<file path="src/rtl/wave_mixer_pkg.sv">
// Shared sample types and the 16-bit saturation helper for the wave mixing path.
package wave_pkg;
  localparam int SAMPLE_W = 16;
  localparam int SAT_IN_W = 32;

  typedef logic signed [SAMPLE_W-1:0] sample_t;

  // Clamp a wide signed sum into the 16-bit sample range.
  function automatic sample_t sat16(input logic signed [SAT_IN_W-1:0] a);
    if (a > 32'sd32767)       return 16'sh7fff;
    else if (a < -32'sd32768) return 16'sh8000;
    else                      return a[SAMPLE_W-1:0];
  endfunction
endpackage

</file>
<file path="src/rtl/wave_mixer_if.sv">
// Voice input strobe and frame output valid/ready stream of the wave mixer.
interface wave_mixer_if;
  import wave_pkg::*;

  logic    in_valid;
  sample_t in_sample;
  logic    frame_sync;
  logic    out_valid;
  logic    out_ready;
  sample_t out_sample;

  modport master (
    output in_valid, in_sample, frame_sync, out_ready,
    input  out_valid, out_sample
  );
  modport slave (
    input  in_valid, in_sample, frame_sync, out_ready,
    output out_valid, out_sample
  );
endinterface

</file>
<file path="src/rtl/wave_mixer_sample_fifo.sv">
// First-word-fall-through sample FIFO; when empty the output holds the last popped word.
module sample_fifo #(
  parameter int DEPTH = 4,
  parameter int WIDTH = 16
) (
  input  logic             clk,
  input  logic             reset,
  input  logic             push,
  input  logic [WIDTH-1:0] din,
  input  logic             pop,
  output logic [WIDTH-1:0] dout,
  output logic             full,
  output logic             empty
);
  localparam int AW = $clog2(DEPTH);

  logic [DEPTH-1:0][WIDTH-1:0] mem;
  logic [AW-1:0]               wr_ptr, rd_ptr;
  logic [AW:0]                 count;
  logic [WIDTH-1:0]            last_q;
  logic                        do_push, do_pop;

  assign full    = (count == (AW+1)'(DEPTH));
  assign empty   = (count == '0);
  assign do_pop  = pop && !empty;
  // A full FIFO still accepts a push when the head leaves in the same cycle.
  assign do_push = push && (!full || do_pop);
  assign dout    = empty ? last_q : mem[rd_ptr];

  always_ff @(posedge clk) begin
    if (do_push) mem[wr_ptr] <= din;
  end

  always_ff @(posedge clk) begin
    if (reset) begin
      wr_ptr <= '0;
      rd_ptr <= '0;
      count  <= '0;
      last_q <= '0;
    end else begin
      if (do_push) wr_ptr <= wr_ptr + AW'(1);
      if (do_pop) begin
        rd_ptr <= rd_ptr + AW'(1);
        last_q <= mem[rd_ptr];
      end
      count <= count + {{AW{1'b0}}, do_push} - {{AW{1'b0}}, do_pop};
    end
  end
endmodule

</file>
<file path="src/rtl/wave_mixer.sv">
// Sums NUM_VOICES time-multiplexed voice results per frame into a buffered 16-bit sample.
// WAVE_MIXER_CLIP_EN selects saturating reduction and adds the clip_sticky flag.
module wave_mixer import wave_pkg::*; #(
  parameter int NUM_VOICES = 4,
  parameter int FIFO_DEPTH = 4
) (
  input  logic         clk,
  input  logic         reset,
  wave_mixer_if.slave  bus,
  output logic         ovf
`ifdef WAVE_MIXER_CLIP_EN
  , output logic       clip_sticky
`endif
);
  localparam int CW    = $clog2(NUM_VOICES);
  localparam int ACC_W = SAMPLE_W + CW;

  logic signed [ACC_W-1:0] acc, in_ext, sum;
  logic [CW-1:0]           voice_cnt, cnt_eff;
  logic                    last;
  logic                    push_vld;
  sample_t                 push_data, red;
  logic                    fifo_full, fifo_empty, pop;

  assign in_ext  = {{(ACC_W-SAMPLE_W){bus.in_sample[SAMPLE_W-1]}}, bus.in_sample};
  // frame_sync makes a coincident strobe voice 0 of the new frame.
  assign cnt_eff = bus.frame_sync ? '0 : voice_cnt;
  assign sum     = (cnt_eff == '0) ? in_ext : acc + in_ext;
  assign last    = (cnt_eff == CW'(NUM_VOICES-1));

`ifdef WAVE_MIXER_CLIP_EN
  logic signed [SAT_IN_W-1:0] sum_wide;
  logic                       clip_hit;
  assign sum_wide = {{(SAT_IN_W-ACC_W){sum[ACC_W-1]}}, sum};
  assign red      = sat16(sum_wide);
  assign clip_hit = (sum_wide != {{(SAT_IN_W-SAMPLE_W){red[SAMPLE_W-1]}}, red});
`else
  assign red = sum[SAMPLE_W-1:0];
`endif

  always_ff @(posedge clk) begin
    if (reset) begin
      acc       <= '0;
      voice_cnt <= '0;
      push_vld  <= 1'b0;
      push_data <= '0;
`ifdef WAVE_MIXER_CLIP_EN
      clip_sticky <= 1'b0;
`endif
    end else begin
      push_vld <= 1'b0;
      if (bus.in_valid) begin
        acc <= sum;
        if (last) begin
          voice_cnt <= '0;
          push_vld  <= 1'b1;
          push_data <= red;
`ifdef WAVE_MIXER_CLIP_EN
          if (clip_hit) clip_sticky <= 1'b1;
`endif
        end else begin
          voice_cnt <= cnt_eff + CW'(1);
        end
      end else if (bus.frame_sync) begin
        voice_cnt <= '0;
        acc       <= '0;
      end
    end
  end

  assign pop = bus.out_valid && bus.out_ready;

  // Dropped frame: push into a full FIFO whose head is not leaving.
  always_ff @(posedge clk) begin
    if (reset) ovf <= 1'b0;
    else       ovf <= push_vld && fifo_full && !pop;
  end

  sample_fifo #(.DEPTH(FIFO_DEPTH), .WIDTH(SAMPLE_W)) u_fifo (
    .clk   (clk),
    .reset (reset),
    .push  (push_vld),
    .din   (push_data),
    .pop   (pop),
    .dout  (bus.out_sample),
    .full  (fifo_full),
    .empty (fifo_empty)
  );

  assign bus.out_valid = !fifo_empty;
endmodule

</file>
<file path="src/flat_wrapper.sv">
// flat-port wrapper written by rule: the top's interface ports become plain ports
module wave_mixer_flat import wave_pkg::*;
#(
  parameter int NUM_VOICES = 4,
  parameter int FIFO_DEPTH = 4
)
  (clk, reset, ovf, bus_in_valid, bus_in_sample, bus_frame_sync, bus_out_ready, bus_out_valid, bus_out_sample);
  wave_mixer_if bus_i ();
  input  logic clk;
  input  logic reset;
  output logic ovf;
  input wire logic [$bits(bus_i.in_valid)-1:0] bus_in_valid;
  input wire logic [$bits(bus_i.in_sample)-1:0] bus_in_sample;
  input wire logic [$bits(bus_i.frame_sync)-1:0] bus_frame_sync;
  input wire logic [$bits(bus_i.out_ready)-1:0] bus_out_ready;
  output wire logic [$bits(bus_i.out_valid)-1:0] bus_out_valid;
  output wire logic [$bits(bus_i.out_sample)-1:0] bus_out_sample;
  assign bus_i.in_valid = bus_in_valid;
  assign bus_i.in_sample = bus_in_sample;
  assign bus_i.frame_sync = bus_frame_sync;
  assign bus_i.out_ready = bus_out_ready;
  assign bus_out_valid = bus_i.out_valid;
  assign bus_out_sample = bus_i.out_sample;
  wave_mixer #(.NUM_VOICES(NUM_VOICES), .FIFO_DEPTH(FIFO_DEPTH)) u_core (.clk(clk), .reset(reset), .bus(bus_i), .ovf(ovf));
endmodule
</file>
<file path="config.mk">
export PLATFORM = sky130hd
export DESIGN_NAME = wave_mixer_flat
export DESIGN_NICKNAME = d
export VERILOG_FILES = /design/src/rtl/wave_mixer_pkg.sv /design/src/rtl/wave_mixer_if.sv /design/src/rtl/wave_mixer_sample_fifo.sv /design/src/rtl/wave_mixer.sv /design/src/flat_wrapper.sv
export SDC_FILE = /design/constraint.sdc
export NUM_CORES = 1
export LEC_CHECK = 0
export CAP_MARGIN = 20
export CORE_MARGIN = 2
export CORE_UTILIZATION = 50
export CTS_BUF_LIST = sky130_fd_sc_hd__clkbuf_8
export DETAILED_ROUTE_END_ITERATION = 7
export PLACE_DENSITY = 0.83
export REMOVE_ABC_BUFFERS = 1
export SLEW_MARGIN = 40
export SYNTH_ARGS = -nofsm -noshare
export SYNTH_HDL_FRONTEND = slang
export SYNTH_SLANG_ARGS = --single-unit
</file>
<file path="constraint.sdc">
create_clock -name clk -period 2.4 [get_ports clk]
set_input_delay 0.48 -clock clk [delete_from_list [all_inputs] [get_ports clk]]
set_output_delay 0.48 -clock clk [all_outputs]
set_load 0.02 [all_outputs]
</file>
After elaboration in Yosys (flattened, before gate mapping)
Index checks and enable logic that the tools add are counted.
Word-level totals
  bits in registers: 125
  input port bits: 21
Cells by class
  magnitude comparators: 3
  reduce and logical (&&, ||, !) cells: 15
  bitwise gates (word level): 1
  multiplexer cells: 13
  eq/ne operators: 2
  $add $sub $neg: 6
Operators by type and width (number)
  $bwmux 64: 1
  $mux 18: 3
  $mux 16: 3
  $bmux 16 s2: 1
  $demux 16 s2: 1
  $add 18x16->18: 1
  $add 2x1->2 const B: 3
  $logic_and 1x1->1: 6
  $lt 2x3->1 const B: 2
  $mux 2: 3
  $add 3x1->3: 1
  $eq 3x3->1 const B: 1
  $logic_not 1->1: 3
  $logic_not 3->1: 1
  $sub 3x1->3: 1
  $eq 2x2->1 const B: 1
  $ge 2x1->1 const B: 1
  $logic_not 2->1: 1
  $reduce_and 2->1: 1
  $reduce_bool 2->1: 1
  $reduce_or 2->1: 1
  $logic_or 1x1->1: 1
  $mux 1: 1
  $not 1->1: 1

Longest topological paths before layout
Gate-level depths: netlist of run 1.
  word-level depth: 8
  mapped depth: 11
  depth with buffers taken out: 9

Modules after synthesis
From an unflattened synthesis of run 1, not the netlist that was laid out.
Second synthesis, totals
  cell total of the unflattened synthesis: 467
  area total of the unflattened synthesis: 5784.3 um^2
Modules (own cells, without submodules)
  sample_fifo: area an instance 3487.1 um^2, sequential area each 2382.3 um^2, cells an instance 186, times used 1
  wave_mixer: area an instance 2297.2 um^2, sequential area each 720.7 um^2, cells an instance 281, times used 1

Least setup slack after synthesis of run 1
No wires, ideal clock.
  kind: reg-to-reg
  start point: reg u_core.u_fifo.count[2]
  end point: reg u_core.u_fifo.count[2]
  data required time: 2272 ps
  cell stages (with the launch flop): 12
  slack: -123 ps
  arrival: 2396 ps
  clock period less this slack: 2523 ps
  path through: dfxtp_1 -> or3_1 -> clkbuf_1 -> nand2_1 -> inv_2 -> buf_2 -> ha_1 -> inv_1 -> ha_1 -> fa_1 -> xnor2_1 -> nor2_1
On the way
  cells in the longest elaborated chain, start to end: 8
  elaborated cells between the ends (all ways): 10
Ends and longest elaborated chain
  start, declared: RTL line wave_mixer_sample_fifo.sv:19  | logic [AW:0] count;
  start signal, assigned: RTL line wave_mixer_sample_fifo.sv:46  | count <= count + {{AW{1'b0}}, do_push} - {{AW{1'b0}}, do_pop};
  $logic_not 3->1 (*): RTL line wave_mixer_sample_fifo.sv:24  | assign empty = (count == '0);
  $logic_not 1->1 (*): RTL line wave_mixer_sample_fifo.sv:25, wave_mixer.sv:90
  $logic_and 1x1->1: RTL line wave_mixer.sv:71  | assign pop = bus.out_valid && bus.out_ready;
  $logic_and 1x1->1 (*): RTL line wave_mixer_sample_fifo.sv:25  | assign do_pop = pop && !empty;
  via u_core.u_fifo.do_pop: RTL line wave_mixer_sample_fifo.sv:21  | logic do_push, do_pop;
  $logic_or 1x1->1: RTL line wave_mixer_sample_fifo.sv:27  | assign do_push = push && (!full || do_pop);
  $logic_and 1x1->1: RTL line wave_mixer_sample_fifo.sv:27
  $add 3x1->3: RTL line wave_mixer_sample_fifo.sv:46
  $sub 3x1->3 (*): RTL line wave_mixer_sample_fifo.sv:46
Mark *: on every way through the listed nets, which the timed path passes. The rest lies on a longest branch.
A chain may end at the register's enable or synchronous reset.

Final worst setup path of run 1
  start point: reg u_core.u_fifo.rd_ptr[0]
  end point: out bus_out_sample[15]
On the way
  cells in the longest elaborated chain, start to end: 3
Ends and longest elaborated chain
  start, declared: RTL line wave_mixer_sample_fifo.sv:18  | logic [AW-1:0] wr_ptr, rd_ptr;
  start signal, assigned: RTL line wave_mixer_sample_fifo.sv:43  | rd_ptr <= rd_ptr + AW'(1);
  $bmux 16 s2: RTL line wave_mixer_sample_fifo.sv:28  | assign dout = empty ? last_q : mem[rd_ptr];
  $mux 16 (implied by the code): RTL line wave_mixer_sample_fifo.sv:28
  $mux 16: RTL line wave_mixer_sample_fifo.sv:28
  end, declared: RTL line flat_wrapper.sv:17  | output wire logic [$bits(bus_i.out_sample)-1:0] bus_out_sample;
No other way between the ends. The select of a mux whose other input is x is not followed.

==> results_dict.tcl, run 1 <==
set metrics [dict create \
    status "finished, violations left" \
    violations "negative setup slack" \
    cts_buffers 17 \
    die_y_um 111 \
    crit_family "multiplexers" \
    portBuffers 38 \
    clock_latency_ps 440 \
    crit_path_max_incr_delay_ps 540 \
    area_growth_pct 29.2 \
    cts.sinks 123 \
    die_area_um2 12300 \
    crit_slowest_cell "mux4_2" \
    finalPower_mw 7.25 \
    period_share_pct 104 \
    die_w_um 111 \
    p_leak_nw 2.99 \
    grt.total_usage_pct 20.5 \
    grt_overflow 0 \
    syn_inst 493 \
    yosysSeqAreaShare_pct 54.5 \
    cp-start-kind "register" \
    hold_path_class "reg -> reg" \
    fillers 737 \
    grt_pass1_vias 4162 \
    core_area_um2 11000 \
    cts_buffer_depth 2 \
    drtAntennaViolNets 0 \
    antenna_found_initial 0 \
    path_class "reg -> out" \
    final-setup-viol-count 11 \
    p_per_area_nw_per_um2 985 \
    drcViolationCount 0 \
    synth_area_leaders "edfxtp_1, dfxtp_1, mux4_2, ha_1, nand2_1" \
    cp_data_required_time_ps 1920 \
    synthArstFlopShare_pct 0 \
    nets 630 \
    worstPathCellList "buf_12 > buf_16 > mux4_2 > mux2_4 > buf_6" \
    io_pins 39 \
    syn_area_per_cell_um2 11.6 \
    finalHoldViolations 0 \
    htreeDepth 4 \
    detailroute.via_count 4154 \
    yosysTopAreaCellShare_pct 33.8 \
    drive_gt1_share_pct 29.0 \
    placedCellCount 695 \
    synth_edf_count 64 \
    ctsRootBufferMaster "clkbuf_8" \
    antenna_cells 0 \
    fin_crit_ps 2500 \
    synth_top_area_cell "edfxtp_1" \
    dr.pass1.iters 5 \
    yosysUniqueCellTypes 54 \
    critical_path_arrival_ps 2020 \
    grt_max_degree 35 \
    cp-end-kind "output pin" \
    cts_tree "built" \
    tightest_slew_ps 680 \
    drv_slew 0 \
    vias_per_cell 5.64 \
    yosys_warnings 0 \
    rsz0062_at_grt "true" \
    fin_ws_ps -96.0 \
    max_cap_viol_count 0 \
    synth_common_cells "edfxtp_1, dfxtp_1, nand2_1" \
    max_freq_mhz 401 \
    clock_skew_ps 9.57 \
    instances_no_fill 737 \
    synthFlopType "edfxtp_1" \
    vdd_drop_max_v 0.00108 \
    path_max_fanout 4 \
    syn-cell-area_um2 5690 \
    hpwl_um 8130 \
    clk_pin_slew_ps 70 \
    worst-path-buf-inv 3 \
    first_iter_violations 334 \
    gp_congestion 0.899 \
    max_slew_margin_pct 54.7 \
    wl_per_cell_um 17.2 \
    rows 38 \
    routed_wl_um 12700 \
    synth-seq-cells 123 \
    ff_latch_area_um2 3110 \
    synth.most_common_cell "edfxtp_1" \
    initial_core_util_pct 51.8 \
    multiInputGateArea_um2 2650 \
    grt_pass1_wl_um 19900 \
    utilization_pct 67.0 \
]
[routing by layer]
| metal | wire [µm] | track usage (%) | up-vias |
|---|---|---|---|
| li1 | - | - | 1991 |
| met1 | 5360 | 24.4 | 2013 |
| met2 | 6400 | 35.6 | 126 |
| met3 | 659 | 6.18 | 24 |
| met4 | 252 | 7.00 | 0 |
| met5 | 0 | 0 | - |
[flip-flops by register name, summed over array words and instances (netlist names)]
signal	flops
u_core.acc	16
u_core.voice_cnt	2
u_core.u_fifo.last_q	16
u_core.push_data	16
u_core.u_fifo.count	3
u_core.u_fifo.mem	64
u_core.u_fifo.wr_ptr	2
u_core.ovf	1
u_core.u_fifo.rd_ptr	2
u_core.push_vld	1
[path summary, 6_finish.rpt]
check	startpoint	to	slack, ps	cells past startpoint
worst max-delay path	u_core.u_fifo.rd_ptr[0]	bus_out_sample[15]	-100	5
worst max register to register	u_core.acc[0]	u_core.push_data[14]	90	9
worst min-delay path	u_core.u_fifo.last_q[8]	u_core.u_fifo.last_q[8]	460	2
worst min register to register	u_core.u_fifo.last_q[8]	u_core.u_fifo.last_q[8]	460	2
[per-stage QoR]
step,hold slack (ps),setup TNS (ps),setup WS [ps],area (µm²)
3_3_place_gp,439,-9120,-583,6610
3_5_place_dp,445,-10780,-687,6610
4_1_cts,455,-845,-100,7120
2_1_floorplan,428,-883,-430,5590
6_report,463,-754,-96.0,7360
5_1_grt,461,-1700,-155,7360
[where the power goes]
part	switching (mW)	leakage [nW]	internal (mW)
clock network	0.790	0.188	0.830
registers	0.102	1.15	2.35
logic	1.43	1.65	1.75
[logic make-up (layout without fill, tap and decap cells)]
logic type                 Yosys count  count (layout)  share of synthesized area [%]
adders and majority gates           25              25                           5.76
muxes                               43              43                           11.5
and+or+nand+nor                    151             151                           12.4
xor gates and xnor gates            14              14                           2.15
DFF                                123             123                           54.5
AOI/OAI and AO/OA                   95              95                           10.8
buffers and inverters               42             146                           2.90
[what timing repair did]
item / in CTS / in global routing
pin swaps: 3 / 12
hold buffers: 0 / 0
endpoints found under the hold margin: 0 / 0
cloned: 3 / 0
setup buffers: 2 / 6
gates resized for setup: 104 / 42
setup endpoints to repair: 28 / 35
[cell usage in the layout (no fill, tap or decap), types with 14 or more instances in the layout]
cell type  instances
mux2_4            14
buf_4             47
dfxtp_1           58
ha_1              15
clkbuf_8          22
a21oi_1           33
edfxtp_1          64
nand2_1           59
nor2_1            43
mux4_2            16
inv_1             19
[tightest hold or removal path, delay by kind of cell (launching register included)]
kind / cells / cell delay [ps]
flops: 1 / 310
compound gates: 1 / 60
simple gates: 1 / 50
[cell type report]
| cell class | count | area share [%] |
|---|---|---|
| flip-flops and latches | 123 | 42.2 |
| multi-input cells | 328 | 36.0 |
| repair buffers | 97 | 13.7 |
| clock inverters | 10 | 0.714 |
| well taps | 140 | 2.38 |
| clock buffers | 22 | 4.11 |
| inverters | 17 | 0.867 |
Note: power is estimated with default switching activity, not from simulation.
==> run 2, diff against run 1 <==
--- a/config.mk
+++ b/config.mk
@@ -7,11 +7,12 @@
 export LEC_CHECK = 0
 export CAP_MARGIN = 20
 export CORE_MARGIN = 2
-export CORE_UTILIZATION = 50
+export CORE_UTILIZATION = 55
 export CTS_BUF_LIST = sky130_fd_sc_hd__clkbuf_8
 export DETAILED_ROUTE_END_ITERATION = 7
-export PLACE_DENSITY = 0.83
+export PLACE_DENSITY = 0.89
 export REMOVE_ABC_BUFFERS = 1
+export SETUP_SLACK_MARGIN = 0.5
 export SLEW_MARGIN = 40
 export SYNTH_ARGS = -nofsm -noshare
 export SYNTH_HDL_FRONTEND = slang
==> results_dict.tcl, run 2 (synthesis gave the netlist of run 1 again) <==
set metrics [dict create \
    status "finished, violations left" \
    violations "negative setup slack" \
    ctsRootBufferMaster "clkbuf_8" \
    fin_crit_ps 2510 \
    grt_max_degree 35 \
    grt_pass1_vias 4853 \
    portBuffers 38 \
    io_pins 39 \
    cp_data_required_time_ps 1920 \
    switchingPower_mw 2.69 \
    nets 671 \
    cp-end-kind "output pin" \
    gp_congestion 0.964 \
    path_class "reg -> out" \
    top_register "u_core.u_fifo.mem" \
    seqPwrFrac_pct 29.6 \
    cts.sinks 123 \
    routed_wl_um 17300 \
    final-setup-viol-count 17 \
    max_freq_mhz 398 \
    die_y_um 106 \
    largest_register_ffs 64 \
    antenna_cells 0 \
    switching_share_pct 32.2 \
    die_area_um2 11200 \
    finalPower_mw 8.37 \
    grt.total_usage_pct 29.7 \
    period_share_pct 105 \
    fin_ws_ps -110 \
    drtAntennaViolNets 0 \
    vdd_drop_max_v 0.000787 \
    cp-start-kind "register" \
    grt_overflow 0 \
    core_area_um2 10200 \
    first_iter_violations 356 \
    final_common_cell "buf_4" \
    max_slew_margin_pct 47.9 \
    drv_slew 0 \
    place_area_um2 6660 \
    rsz0062_at_grt "true" \
    hold_path_class "reg -> reg" \
    clk_pin_slew_ps 70 \
    rows 37 \
    internal_power_mw 5.67 \
    instances_no_fill 773 \
    tightest_slew_ps 782 \
    r2r_start "u_core.acc[0]" \
    p_per_area_nw_per_um2 1000 \
    placedCellCount 700 \
    drcViolationCount 0 \
    clock_latency_ps 430 \
    hp-start "u_core.u_fifo.last_q[1]" \
    r2r_cells 9 \
    detailroute.via_count 4716 \
    dr.pass1.iters 6 \
    clock_power_share_pct 22.2 \
    grt_pass1_wl_um 25000 \
    area_growth_pct 46.7 \
    min_path_cells 2 \
    clock_skew_ps 11.9 \
    cts_buffers 17 \
    hpwl_um 8830 \
    crit_start "u_core.u_fifo.rd_ptr[0]" \
    layout_common_cells "buf_4, edfxtp_1, nand2_1, dfxtp_1, nor2_1" \
    antenna_found_initial 0 \
    wl_per_cell_um 22.4 \
    worst_hold_slack_ps 458 \
    vias_per_cell 6.10 \
    critical_path_arrival_ps 2030 \
    initial_core_util_pct 55.9 \
    cts_tree "built" \
    die_w_um 106 \
    p_leak_nw 3.29 \
    combPwrFrac_pct 48.1 \
    drive_gt1_share_pct 47.1 \
    cts_buffer_depth 2 \
    dp_slack_ps -723 \
    holdBufCountCts 0 \
    postLayoutCellArea_um2 8350 \
    finalHoldViolations 0 \
    htreeDepth 4 \
    max_cap_viol_count 0 \
    path_max_fanout 5 \
]
[run 2: final cells by class]
type | count | area (µm²)
Multi-Input combinational cell | 328 | 3190
Sequential cell | 123 | 3120
Fill cell | 504 | 1830
Timing Repair Buffer | 138 | 1400
Clock buffer | 18 | 248
Tap cell | 136 | 170
Clock inverter | 13 | 151
Inverter | 17 | 71.3
[run 2: worst paths after layout]
path	to	slack, ps
setup / recovery	bus_out_sample[7]	-110
hold / removal	u_core.u_fifo.last_q[1]	460
hold reg to reg	u_core.u_fifo.last_q[1]	460
setup reg to reg	u_core.push_data[14]	-30
[run 2: power groups by stage]
stage	Clock (mW)	Sequential, mW	Combinational (mW)
2_1_floorplan	0	2.51	1.59
6_report	1.86	2.48	4.03
5_1_grt	1.96	2.49	4.23
3_3_place_gp	0	2.46	2.65
3_5_place_dp	0	2.48	2.73
4_1_cts	1.86	2.46	3.69
[run 2: worst max-delay path, stage by stage, from the launching register on]
cell and delay (ps):
dfxtp_4 410, buf_12 130, buf_16 120, mux4_2 520, mux2_4 280, buf_6 130
[run 2: what timing repair did]
item                                    4_1_cts  5_1_grt
endpoints found under the hold margin         0        0
endpoints found under the setup margin       52       49
gates resized for setup                     251       62
buffers inserted                             21       17
pin swaps                                    60       41
cloned                                        4        0
[run 2: metrics by stage]
stage,util (%),setup TNS [ps]
6_report,82.0,-1120
2_1_floorplan,-,-883
5_1_grt,82.0,-2130
3_5_place_dp,65.4,-11920
4_1_cts,77.8,-1070
3_3_place_gp,65.4,-9560
[run 2: metal layers]
metal,vias to the layer above,share of wire [%],global-route usage [%]
met1,2297,36,32.9
met3,79,7.3,6.80
met2,279,52,53.9
met4,0,4.7,13.6
li1,2061,-,-
met5,-,0,0
